$ cat src/rtl/npu_out_pkg.sv
// npu_out_pkg: shared definitions for the NPU output sequencer.
//   state_e  - sequencer state encoding (IDLE / LOAD / XFER)
//   STALL_W  - width of the optional write-stall counter
package npu_out_pkg;

  typedef enum logic [1:0] {
    ST_IDLE = 2'd0,
    ST_LOAD = 2'd1,
    ST_XFER = 2'd2
  } state_e;

  localparam int STALL_W = 16;

endpackage

$ cat src/rtl/out_addr_ctr.sv
// out_addr_ctr: word counter and write-address register for one output burst.
//   clk, reset - system clock, synchronous active-high reset
//   load_i     - start of burst: addr <= base_i, cnt <= 0 (wins over inc_i)
//   inc_i      - one word accepted: cnt++, addr++ (addr wraps mod 2^ADDR_W)
//   base_i     - burst start address
//   addr_o     - current write address
//   last_o     - current word is the final word of the burst
module out_addr_ctr #(
  parameter int NUM_WORDS = 8,
  parameter int ADDR_W    = 8,
  parameter int CNT_W     = $clog2(NUM_WORDS)
) (
  input  logic              clk,
  input  logic              reset,
  input  logic              load_i,
  input  logic              inc_i,
  input  logic [ADDR_W-1:0] base_i,
  output logic [ADDR_W-1:0] addr_o,
  output logic              last_o
);

  logic [CNT_W-1:0]  cnt_q, cnt_d;
  logic [ADDR_W-1:0] addr_q, addr_d;

  always_comb begin
    cnt_d  = cnt_q;
    addr_d = addr_q;
    if (load_i) begin
      cnt_d  = '0;
      addr_d = base_i;
    end else if (inc_i) begin
      cnt_d  = cnt_q + CNT_W'(1);
      addr_d = addr_q + ADDR_W'(1);
    end
  end

  always_ff @(posedge clk) begin
    if (reset) begin
      cnt_q  <= '0;
      addr_q <= '0;
    end else begin
      cnt_q  <= cnt_d;
      addr_q <= addr_d;
    end
  end

  assign addr_o = addr_q;
  assign last_o = (cnt_q == CNT_W'(NUM_WORDS - 1));

endmodule

$ cat src/rtl/fsm_out_seq.sv
// fsm_out_seq: NPU result-path output sequencer. On a ReLU start request it
// loads the output PISO, then shifts NUM_WORDS words to result memory through
// a valid/ready write port with an auto-incrementing address. One further
// start request can be queued while a burst is in flight.
//
// Ports:
//   clk, reset   - system clock, synchronous active-high reset
//   enable       - global advance; 0 freezes state, counters and pending flag
//   EN_ReLU      - start request pulse
//   base_addr    - burst start address, sampled at burst launch
//   wr_ready     - memory accepts the write this cycle
//   EN_PISO_OUT  - PISO clock enable (load in LOAD, shift on each accepted write)
//   SHIFT_OUT    - PISO mode: 0 = parallel load, 1 = shift
//   WR_EN        - write valid
//   wr_addr      - write address
//   OUT_DONE     - pulse on the final accepted write of a burst
//   busy         - sequencer not idle
//   stall_cnt    - (FSM_OUT_STALL_CNT_EN only) cycles with WR_EN=1 & wr_ready=0,
//                  saturating, cleared at each burst launch
//
// Build option: define FSM_OUT_STALL_CNT_EN to add the stall_cnt port.
//
// state | meaning
// IDLE  | waiting for EN_ReLU or a queued request
// LOAD  | one cycle, PISO parallel load
// XFER  | writing words, one per accepted handshake
module fsm_out_seq
  import npu_out_pkg::*;
#(
  parameter int NUM_WORDS = 8,
  parameter int ADDR_W    = 8,
  localparam int CNT_W    = $clog2(NUM_WORDS)
) (
  input  logic              clk,
  input  logic              reset,
  input  logic              enable,
  input  logic              EN_ReLU,
  input  logic [ADDR_W-1:0] base_addr,
  input  logic              wr_ready,
  output logic              EN_PISO_OUT,
  output logic              SHIFT_OUT,
  output logic              WR_EN,
  output logic [ADDR_W-1:0] wr_addr,
  output logic              OUT_DONE,
  output logic              busy
`ifdef FSM_OUT_STALL_CNT_EN
  ,
  output logic [STALL_W-1:0] stall_cnt
`endif
);

  state_e state_q, state_d;
  logic   pend_q, pend_d;
  logic   launch;
  logic   fire;
  logic   last_word;

  always_comb begin
    state_d     = state_q;
    pend_d      = pend_q;
    launch      = 1'b0;
    fire        = 1'b0;
    EN_PISO_OUT = 1'b0;
    SHIFT_OUT   = 1'b1;
    WR_EN       = 1'b0;
    OUT_DONE    = 1'b0;

    case (state_q)
      ST_IDLE: begin
        if (enable && (EN_ReLU || pend_q)) begin
          state_d = ST_LOAD;
          launch  = 1'b1;
        end
      end
      ST_LOAD: begin
        SHIFT_OUT = 1'b0;
        if (enable) begin
          EN_PISO_OUT = 1'b1;
          state_d     = ST_XFER;
        end
      end
      ST_XFER: begin
        WR_EN       = enable;
        fire        = enable && wr_ready;
        EN_PISO_OUT = fire;
        if (fire && last_word) begin
          OUT_DONE = 1'b1;
          // Back-to-back launch skips IDLE entirely.
          if (pend_q || EN_ReLU) begin
            state_d = ST_LOAD;
            launch  = 1'b1;
          end else begin
            state_d = ST_IDLE;
          end
        end
      end
      default: state_d = ST_IDLE;
    endcase

    // A request consumed by this launch must not also be queued; a request
    // arriving while one is already queued is simply dropped.
    if (launch) begin
      pend_d = 1'b0;
    end else if (enable && EN_ReLU && (state_q != ST_IDLE)) begin
      pend_d = 1'b1;
    end
  end

  always_ff @(posedge clk) begin
    if (reset) begin
      state_q <= ST_IDLE;
      pend_q  <= 1'b0;
    end else begin
      state_q <= state_d;
      pend_q  <= pend_d;
    end
  end

  out_addr_ctr #(
    .NUM_WORDS (NUM_WORDS),
    .ADDR_W    (ADDR_W),
    .CNT_W     (CNT_W)
  ) u_addr_ctr (
    .clk    (clk),
    .reset  (reset),
    .load_i (launch),
    .inc_i  (fire),
    .base_i (base_addr),
    .addr_o (wr_addr),
    .last_o (last_word)
  );

  assign busy = (state_q != ST_IDLE);

`ifdef FSM_OUT_STALL_CNT_EN
  logic [STALL_W-1:0] stall_q, stall_d;

  always_comb begin
    stall_d = stall_q;
    if (launch) begin
      stall_d = '0;
    end else if (WR_EN && !wr_ready && (stall_q != '1)) begin
      stall_d = stall_q + STALL_W'(1);
    end
  end

  always_ff @(posedge clk) begin
    if (reset) begin
      stall_q <= '0;
    end else begin
      stall_q <= stall_d;
    end
  end

  assign stall_cnt = stall_q;
`endif

endmodule

$ cat config.mk
export PLATFORM = sky130hd
export DESIGN_NAME = fsm_out_seq
export DESIGN_NICKNAME = d
export VERILOG_FILES = /design/src/rtl/npu_out_pkg.sv /design/src/rtl/out_addr_ctr.sv /design/src/rtl/fsm_out_seq.sv
export SDC_FILE = /design/constraint.sdc
export NUM_CORES = 1
export LEC_CHECK = 0
export BUFFER_PORTS_ARGS = -buffer_cell sky130_fd_sc_hd__buf_2
export CAP_MARGIN = 25
export CORE_MARGIN = 2
export CORE_UTILIZATION = 47
export CTS_BUF_LIST = sky130_fd_sc_hd__clkbuf_4 sky130_fd_sc_hd__clkbuf_8
export DETAILED_ROUTE_END_ITERATION = 6
export PLACE_DENSITY = 0.83
export SETUP_SLACK_MARGIN = 0.02
export SYNTH_ARGS = -nofsm -noshare
export SYNTH_HDL_FRONTEND = slang
export SYNTH_SLANG_ARGS = --single-unit
$ cat constraint.sdc
create_clock -name clk -period 1.5 [get_ports clk]
set_input_delay 0.075 -clock clk [delete_from_list [all_inputs] [get_ports clk]]
set_output_delay 0.075 -clock clk [all_outputs]
set_load 0.02 [all_outputs]
**Word level (Yosys, flattened, before mapping)**

Cells that the tools add are included.

- Mux-type cells: 18
- Equality and inequality tests: 6
- Reductions and logical operators: 11
- $add $sub $neg: 2

Operators with widths:

| kind | count |
|---|---|
| $mux W8 | 2 |
| $mux W1 | 10 |
| $add A8 B1 Y8 const B | 1 |
| $mux W2 | 3 |
| $ne A2 B2 Y1 const B | 3 |
| $pmux W2 S3 | 1 |
| $logic_and A1 B1 Y1 | 5 |
| $pmux W1 S2 | 2 |
| $reduce_bool A2 Y1 | 2 |
| $add A3 B1 Y3 const B | 1 |
| $eq A3 B3 Y1 const B | 1 |
| $reduce_and A3 Y1 | 1 |
| $eq A2 B1 Y1 const B | 1 |
| $eq A2 B2 Y1 const B | 1 |
| $logic_not A2 Y1 | 1 |
| $reduce_or A2 Y1 | 1 |
| $logic_or A1 B1 Y1 | 1 |

- Register bits after elaboration: 14
- Logic and storage cells: 41
- Input bits: 13

**Longest topological paths before layout**

Gate-level depths: netlist of the first run.

- Depth after elaboration: 5
- Mapped depth: 7
- Mapped depth without buffers: 6

**By module**

A second synthesis of the first run with hierarchy kept.

- Cell total of the unflattened synthesis: 98
- Area, all modules: 879.6 µm²

By module, submodules not included:

| module | area each (µm²) | cells each | instances |
|---|---|---|---|
| out_addr_ctr | 591.8 | 64 | 1 |
| fsm_out_seq | 287.8 | 34 | 1 |

**Worst setup path before layout of the first run**

Ideal clock, no wire load.

- Path kind: reg2out
- Start point: reg state_q[0]
- End point: out EN_PISO_OUT
- Buffers on the path: 0
- Stages on the path, launching flop included: 6
- Path slack: -90 ps
- Data arrival time: 1515 ps
- Cells stage by stage: dfxtp_1 -> inv_1 -> ha_1 -> and2_2 -> nand2_1 -> a21boi_0

- Longest elaborated chain between the ends: 2
- Elaborated cells on any way between the ends: 3
- Those cells by class: eq/ne: 2; mux: 1

RTL lines:

| element | line | RTL |
|---|---|---|
| start, declared | fsm_out_seq.sv:52 | `state_e state_q, state_d;` |
| start signal, assigned | fsm_out_seq.sv:114 | `state_q <= state_d;` |
| $eq A2 B2 Y1 or $eq A2 B1 Y1 (tied branches) | fsm_out_seq.sv:68 | `case (state_q)` |
| $pmux W1 S2 * | fsm_out_seq.sv:68 |  |
| end, declared | fsm_out_seq.sv:40 | `output logic EN_PISO_OUT,` |

Every way passes the cells marked *; elsewhere a longest branch is shown, timed or not.

**Final worst setup path of the first run**

- Start point: reg state_q[0]
- End point: reg state_q[1]

- Longest elaborated chain between the ends: 3
- Elaborated cells on any way between the ends: 8
- Those cells by class: eq/ne: 5; mux: 1; reduce/logical: 2

RTL lines:

| element | line |
|---|---|
| $eq A2 B2 Y1 (tied with other cells) | fsm_out_seq.sv:68 |
| $ne A2 B2 Y1 (no source line) | -- |
| $reduce_and A3 Y1 (no source line) | -- |

Parallel ways exist; a longest one is shown, timed or not.
A chain may end at the register's enable or synchronous reset.

==> key figures, run 1 <==
Timing
  – Fin. max-slew vios: 0
  – Final Hold Violating Endpoints: 0
  – Worst slew pin tran: about 0.37 ns
  – Achievable clock frequency: 0.640 GHz
  – Fin crit share: 1.04
  – Skew final: 0.000735 ns
  – Slew HR: 0.751
  – RSZ-0062 raised after global routing: true
  – Min cycle time layout: approximately 1.6 ns
  – Final setup vio count: 3
  – Final WS setup: -0.0636 ns

GRT
  – Total grt overflow: 0
  – Met1 Use GR: 0.313
  – First-pass GRT wire length: 4460 um
  – Met3 usage: 0.108
  – Vias in the first global route: 946
  – GR peak layer: met2
  – Antenna violations before repair: 0
  – GRT Total Usage: 0.293
  – Met2 Usage GRT: 0.481
  – Largest net degree at the start of global routing: 16

Floorplanning
  – Die W: about 47 um
  – Total die area: between 2000 and 2500 um^2
  – I/O pins: 26
  – Initial cell density of the core: 0.505
  – Core area: 1750 um^2
  – Std cell rows: 15
  – Die Span Y: around 47 um

Final layout
  – Finished Cell Area: 1410 um^2
  – Nets@finish: approximately 170
  – Layout cells sized above 1: 0.566
  – Sequential Area: around 290 um^2
  – Multi-input gate area: 718 um^2
  – Most common cell after layout, fill and taps aside: buf_2
  – N_diodes: 0
  – Commonest non-fill, non-tap cells in the layout: 23 x buf_2, 17 x buf_4, 11 x nor2_1
  – Layout area overhead: 60.1%
  – Fillcell total: 111

Placed design
  – IO Port Bufs: 25
  – GP Congestion: roughly 0.82
  – Post-DP HPWL: between 1500 and 2000 um
  – Dpl ws: -0.0808 ns
  – Area post-placement: ~1100 um^2

Pwr
  – Internal power: roughly 1.1 mW
  – Leakage: about 0.60 nW
  – Worst vdd ir: approximately 0.95 mV
  – Logic pwr share: 0.575
  – Switching Share: 0.403
  – Flop pwr share: 0.278
  – Pwr/cell area: about 1300 nW/um^2
  – Total power: 1.88 mW
  – P_sw: about 0.76 mW
  – Clk pwr share: 0.146

Critical path
  – Crit Path Max Fanout: 3
  – Crit end category: register
  – Reg2reg start: state_q[0]
  – Critical path class: register to register
  – Req. time, crit path: approximately 1.7 ns
  – Critical path data arrival time: 1.73 ns
  – Startpoint Class: register
  – CP startpoint: state_q[0]

Yosys
  – Syn_nets: 117
  – Post-Syn Instances: between 90 and 100
  – Syn Std Cell Area: between 800 and 900 um^2
  – Synth cell types: 32
  – Synth Warn #: 0
  – Number of synthesized register bits: 14
  – Seq/Total Area, Yosys: 0.318
  – Post-synthesis area per instance: 9.19 um^2

Routing
  – First-pass DRT Iterations: 4
  – Routed len/inst: ~17 um
  – ANT nets after route: 0
  – DRC viols: 0
  – Vias post-DR: ~940
  – Final WL: between 2000 and 3000 um
  – Vias per cell: 5.51
  – Drt initial violations: 14

Clock tree
  – CTS tree: done
  – Worst skew pair latency: between 0.2 and 0.3 ns
  – Bufs on Longest Clock Path: 2
  – Clock sinks: 14
  – Clock input transition at the sequential cells of the worst setup and hold paths: 0.08 ns
  – H-tree depth: 1
  – Clock root cell: clkbuf_4
  – Inserted Clock Buffers: 3

Worst hold path
  – Hold Startpoint: base_addr[6]
  – HP Class: primary input to register

Outcome
  – Status: finished with violations
  – Violated checks: setup timing

Run
  – Max-capacitance violation count: 0
==> per-stage QoR <==
stage | hold slack (ns) | instances | TNS (ns) | utilization
2_1_floorplan | 0.147 | 96 | 0 | -
3_3_place_gp | 0.373 | 157 | -0.0284 | 0.647
3_5_place_dp | 0.374 | 157 | -0.296 | 0.647
4_1_cts | 0.0722 | 170 | 0 | 0.792
5_1_grt | 0.0822 | 170 | -0.559 | 0.809
6_report | 0.0803 | 170 | -0.125 | 0.809
==> power by group through the flow <==
stage               logic (mW)  clock network [mW]  registers (mW)
global placement         0.718                   0           0.512
CTS                      0.993               0.278           0.517
finish                    1.08               0.275           0.523
floorplan                0.413                   0           0.578
global route              1.15               0.294           0.530
detailed placement       0.738                   0           0.517
==> registers in the layout, summed over array words and instances (netlist names) <==
signal,flops
pend_q,1
state_q,2
u_addr_ctr.cnt_q,3
u_addr_ctr.addr_o,8
==> logic make-up (layout without fill, tap and decap cells) <==
family,count (synthesis),count (layout),share of synthesized area
simple gates,37,38,0.221
compound gates,18,18,0.176
flops,14,14,0.318
fa+ha+maj,8,8,0.113
xor+xnor,8,8,0.0794
buf+inv,7,55,0.0468
mux,4,4,0.0454
==> synthesized netlist by cell type, drive strengths merged <==
cell type	count	area share
or2	1	0.0099
buf	2	0.026
mux2i	4	0.045
and2	1	0.0085
dfxtp	14	0.32
xnor2	4	0.040
nand2	5	0.021
nand3	3	0.017
a311oi	1	0.0099
xor2	4	0.040
ha	8	0.11
clkbuf	1	0.0043
a221oi	1	0.017
a31oi	3	0.021
o22ai	1	0.0071
o21ba	1	0.011
o21ai	2	0.011
o22a	1	0.0099
nor3b	1	0.0085
and3	3	0.021
or3	1	0.0071
nor3	6	0.034
a21boi	1	0.0085
a211oi	4	0.040
nand4	3	0.038
nor2	13	0.055
a2111oi	2	0.034
inv	4	0.017
a21oi	1	0.0057
==> per-layer routing <==
layer / part of all wire / up-vias
met5: 0 / -
met3: 0.053 / 17
li1: - / 447
met1: 0.39 / 441
met4: 0.044 / 0
met2: 0.51 / 32
==> timing repair <==
action,in CTS,in global routing
resized for setup,35,7
hold buffers,0,0
hold endpoints to repair,0,0
setup buffers,10,0
endpoints found under the setup margin,15,16
pin swaps,7,5
cloned,1,0
==> worst max-delay path, cell delays in order, from the launching register on <==
cell      delay [ns]
dfxtp_2         0.36
inv_4           0.04
ha_4            0.17
buf_6           0.13
o21ba_4         0.20
a221oi_4        0.25
mux2i_1         0.24
nor2_1          0.06
==> final timing paths <==
kind | to | slack (ns) | depth (start not counted)
setup / recovery | state_q[1] | -0.06 | 7
setup reg to reg | state_q[1] | -0.06 | 7
hold / removal | u_addr_ctr.addr_o[6] | 0.08 | 3
hold reg to reg | u_addr_ctr.cnt_q[1] | 0.55 | 2
==> area by class of cell <==
class,count,area share
clock buffer,4,0.0257
multi-input combinational,76,0.508
sequential,14,0.204
inverter,4,0.0124
timing repair buffer,47,0.228
tap,25,0.0221
Note: power is estimated with default switching activity, not from simulation.
==> run 2: changes to the inputs <==
Settings changed: CORE_UTILIZATION 47 to 40, PLACE_DENSITY 0.83 to 0.73.
==> key figures, run 2 (synthesis results as in run 1) <==
Clock tree
  – Bufs on Longest Clock Path: 2
  – Clock root cell: clkbuf_4
  – CTS tree: done
  – Clock input transition at the sequential cells of the worst setup and hold paths: 0.09 ns
  – Worst skew pair latency: 0.28 ns
  – Inserted Clock Buffers: 3
  – CTS Hold Bufs: 0
  – H-tree depth: 1
  – Clock sinks: 14

Final layout
  – Non-Filler Instances: between 150 and 200
  – Layout area overhead: 57.2%
  – Most common cell after layout, fill and taps aside: buf_2
  – Layout cells sized above 1: 0.539
  – Commonest non-fill, non-tap cells in the layout: 22 x buf_2, 13 x buf_4, 11 x nor2_1
  – Max reg flops: 8
  – N_diodes: 0
  – Nets@finish: approximately 160
  – Util after Layout: 0.645
  – Finished Cell Area: approximately 1400 um^2

GRT
  – Antenna violations before repair: 0
  – Total grt overflow: 0
  – Vias in the first global route: 870
  – Largest net degree at the start of global routing: 16
  – GRT Total Usage: 0.206
  – First-pass GRT wire length: roughly 4000 um

Floorplanning
  – Die Span Y: slightly above 50 um
  – Std cell rows: 17
  – Core area: 2150 um^2
  – Die W: 51.0 um
  – I/O pins: 26
  – Initial cell density of the core: 0.411
  – Total die area: roughly 2600 um^2

Routing
  – First-pass DRT Iterations: 4
  – ANT nets after route: 0
  – Vias per cell: approximately 5.3
  – DRC viols: 0
  – Vias post-DR: between 900 and 1000
  – Final WL: 2510 um
  – Routed len/inst: around 15 um
  – Drt initial violations: 4

Timing
  – Fin. max-slew vios: 0
  – RSZ-0062 raised after global routing: true
  – Slew HR: 0.639
  – Achievable clock frequency: ~0.65 GHz
  – Worst slew pin tran: 0.538 ns
  – Final setup vio count: 6
  – Final WS setup: -0.0403 ns
  – Worst Hold Slack: between 0.07 and 0.08 ns
  – Fin crit share: 1.03
  – Skew final: around 0.0030 ns
  – Min cycle time layout: approximately 1.5 ns
  – Final Hold Violating Endpoints: 0

Pwr
  – Leakage: 0.582 nW
  – Worst vdd ir: ~0.83 mV
  – Pwr/cell area: 1290 nW/um^2

Critical path
  – Startpoint Class: register
  – CP peak stage delay: 0.36 ns
  – Req. time, crit path: approximately 1.7 ns
  – Crit end category: register
  – Critical-path cell list: inv_4 > ha_4 > buf_6 > o21ba_4 > a221oi_4 > mux2i_1 > nor2_1
  – Critical path class: register to register
  – Critical path data arrival time: around 1.7 ns
  – Crit Path Max Fanout: 6
  – Slowest-stage cell, CP: dfxtp_2

Worst hold path
  – HP Class: primary input to register

Placed design
  – Post-DP HPWL: 1640 um
  – Cells after DPL: 161
  – Area post-placement: around 1200 um^2
  – Dpl ws: -0.134 ns
  – IO Port Bufs: 25
  – GP Congestion: 0.742

Run
  – Max-capacitance violation count: 0

Outcome
  – Status: finished with violations
  – Violated checks: setup timing
run 2: cell type report:
class	instances	area, um^2
multi-input cells	75	694
flip-flops and latches	14	288
repair buffers	45	329
clock buffers	3	22.5
fillers	164	762
inverters	4	17.5
well taps	28	35.0
run 2: per-stage QoR:
step | power (mW) | TNS [ns]
after floorplan | 0.992 | 0
after global placement | 1.26 | -0.0275
after detailed placement | 1.29 | -0.834
after CTS | 1.71 | -0.0816
after global routing | 1.88 | -0.902
final | 1.78 | -0.119
run 2: worst paths after layout:
path | to | slack [ns] | depth (start not counted) | start
min | u_addr_ctr.addr_o[2] | 0.07 | 3 | base_addr[2]
min reg2reg | u_addr_ctr.cnt_q[1] | 0.55 | 2 | u_addr_ctr.cnt_q[1]
max | state_q[1] | -0.04 | 7 | state_q[0]
max reg2reg | state_q[1] | -0.04 | 7 | state_q[0]
run 2: worst max-delay path: cells and delay by family, from the launching register on:
family	cells	cell delay [ns]
and+or+nand+nor	1	0.05
adders and majority gates	1	0.15
DFF	1	0.36
buffers and inverters	2	0.17
muxes	1	0.26
AOI/OAI and AO/OA	2	0.43
run 2: layer usage:
layer,vias to the layer above,GRT usage,share of wire
li1,440,-,-
met1,436,0.224,0.40
met2,20,0.398,0.54
met3,6,0.0322,0.028
met4,0,0.0676,0.027
met5,-,0,0
run 2: repair_timing:
action                     CTS  global route
hold endpoints to repair     0             0
pin swaps                   12             6
buffers inserted             3             2
gates resized for setup     34             7
setup endpoints to repair   18            17
run 2: report_power, final:
| group | switching (mW) | leakage [nW] | internal, mW | total (mW) |
|---|---|---|---|---|
| registers | 0.0799 | 0.117 | 0.445 | 0.525 |
| clock network | 0.127 | 0.0138 | 0.0934 | 0.220 |
| logic | 0.512 | 0.451 | 0.526 | 1.04 |
| total | 0.719 | 0.582 | 1.06 | 1.78 |
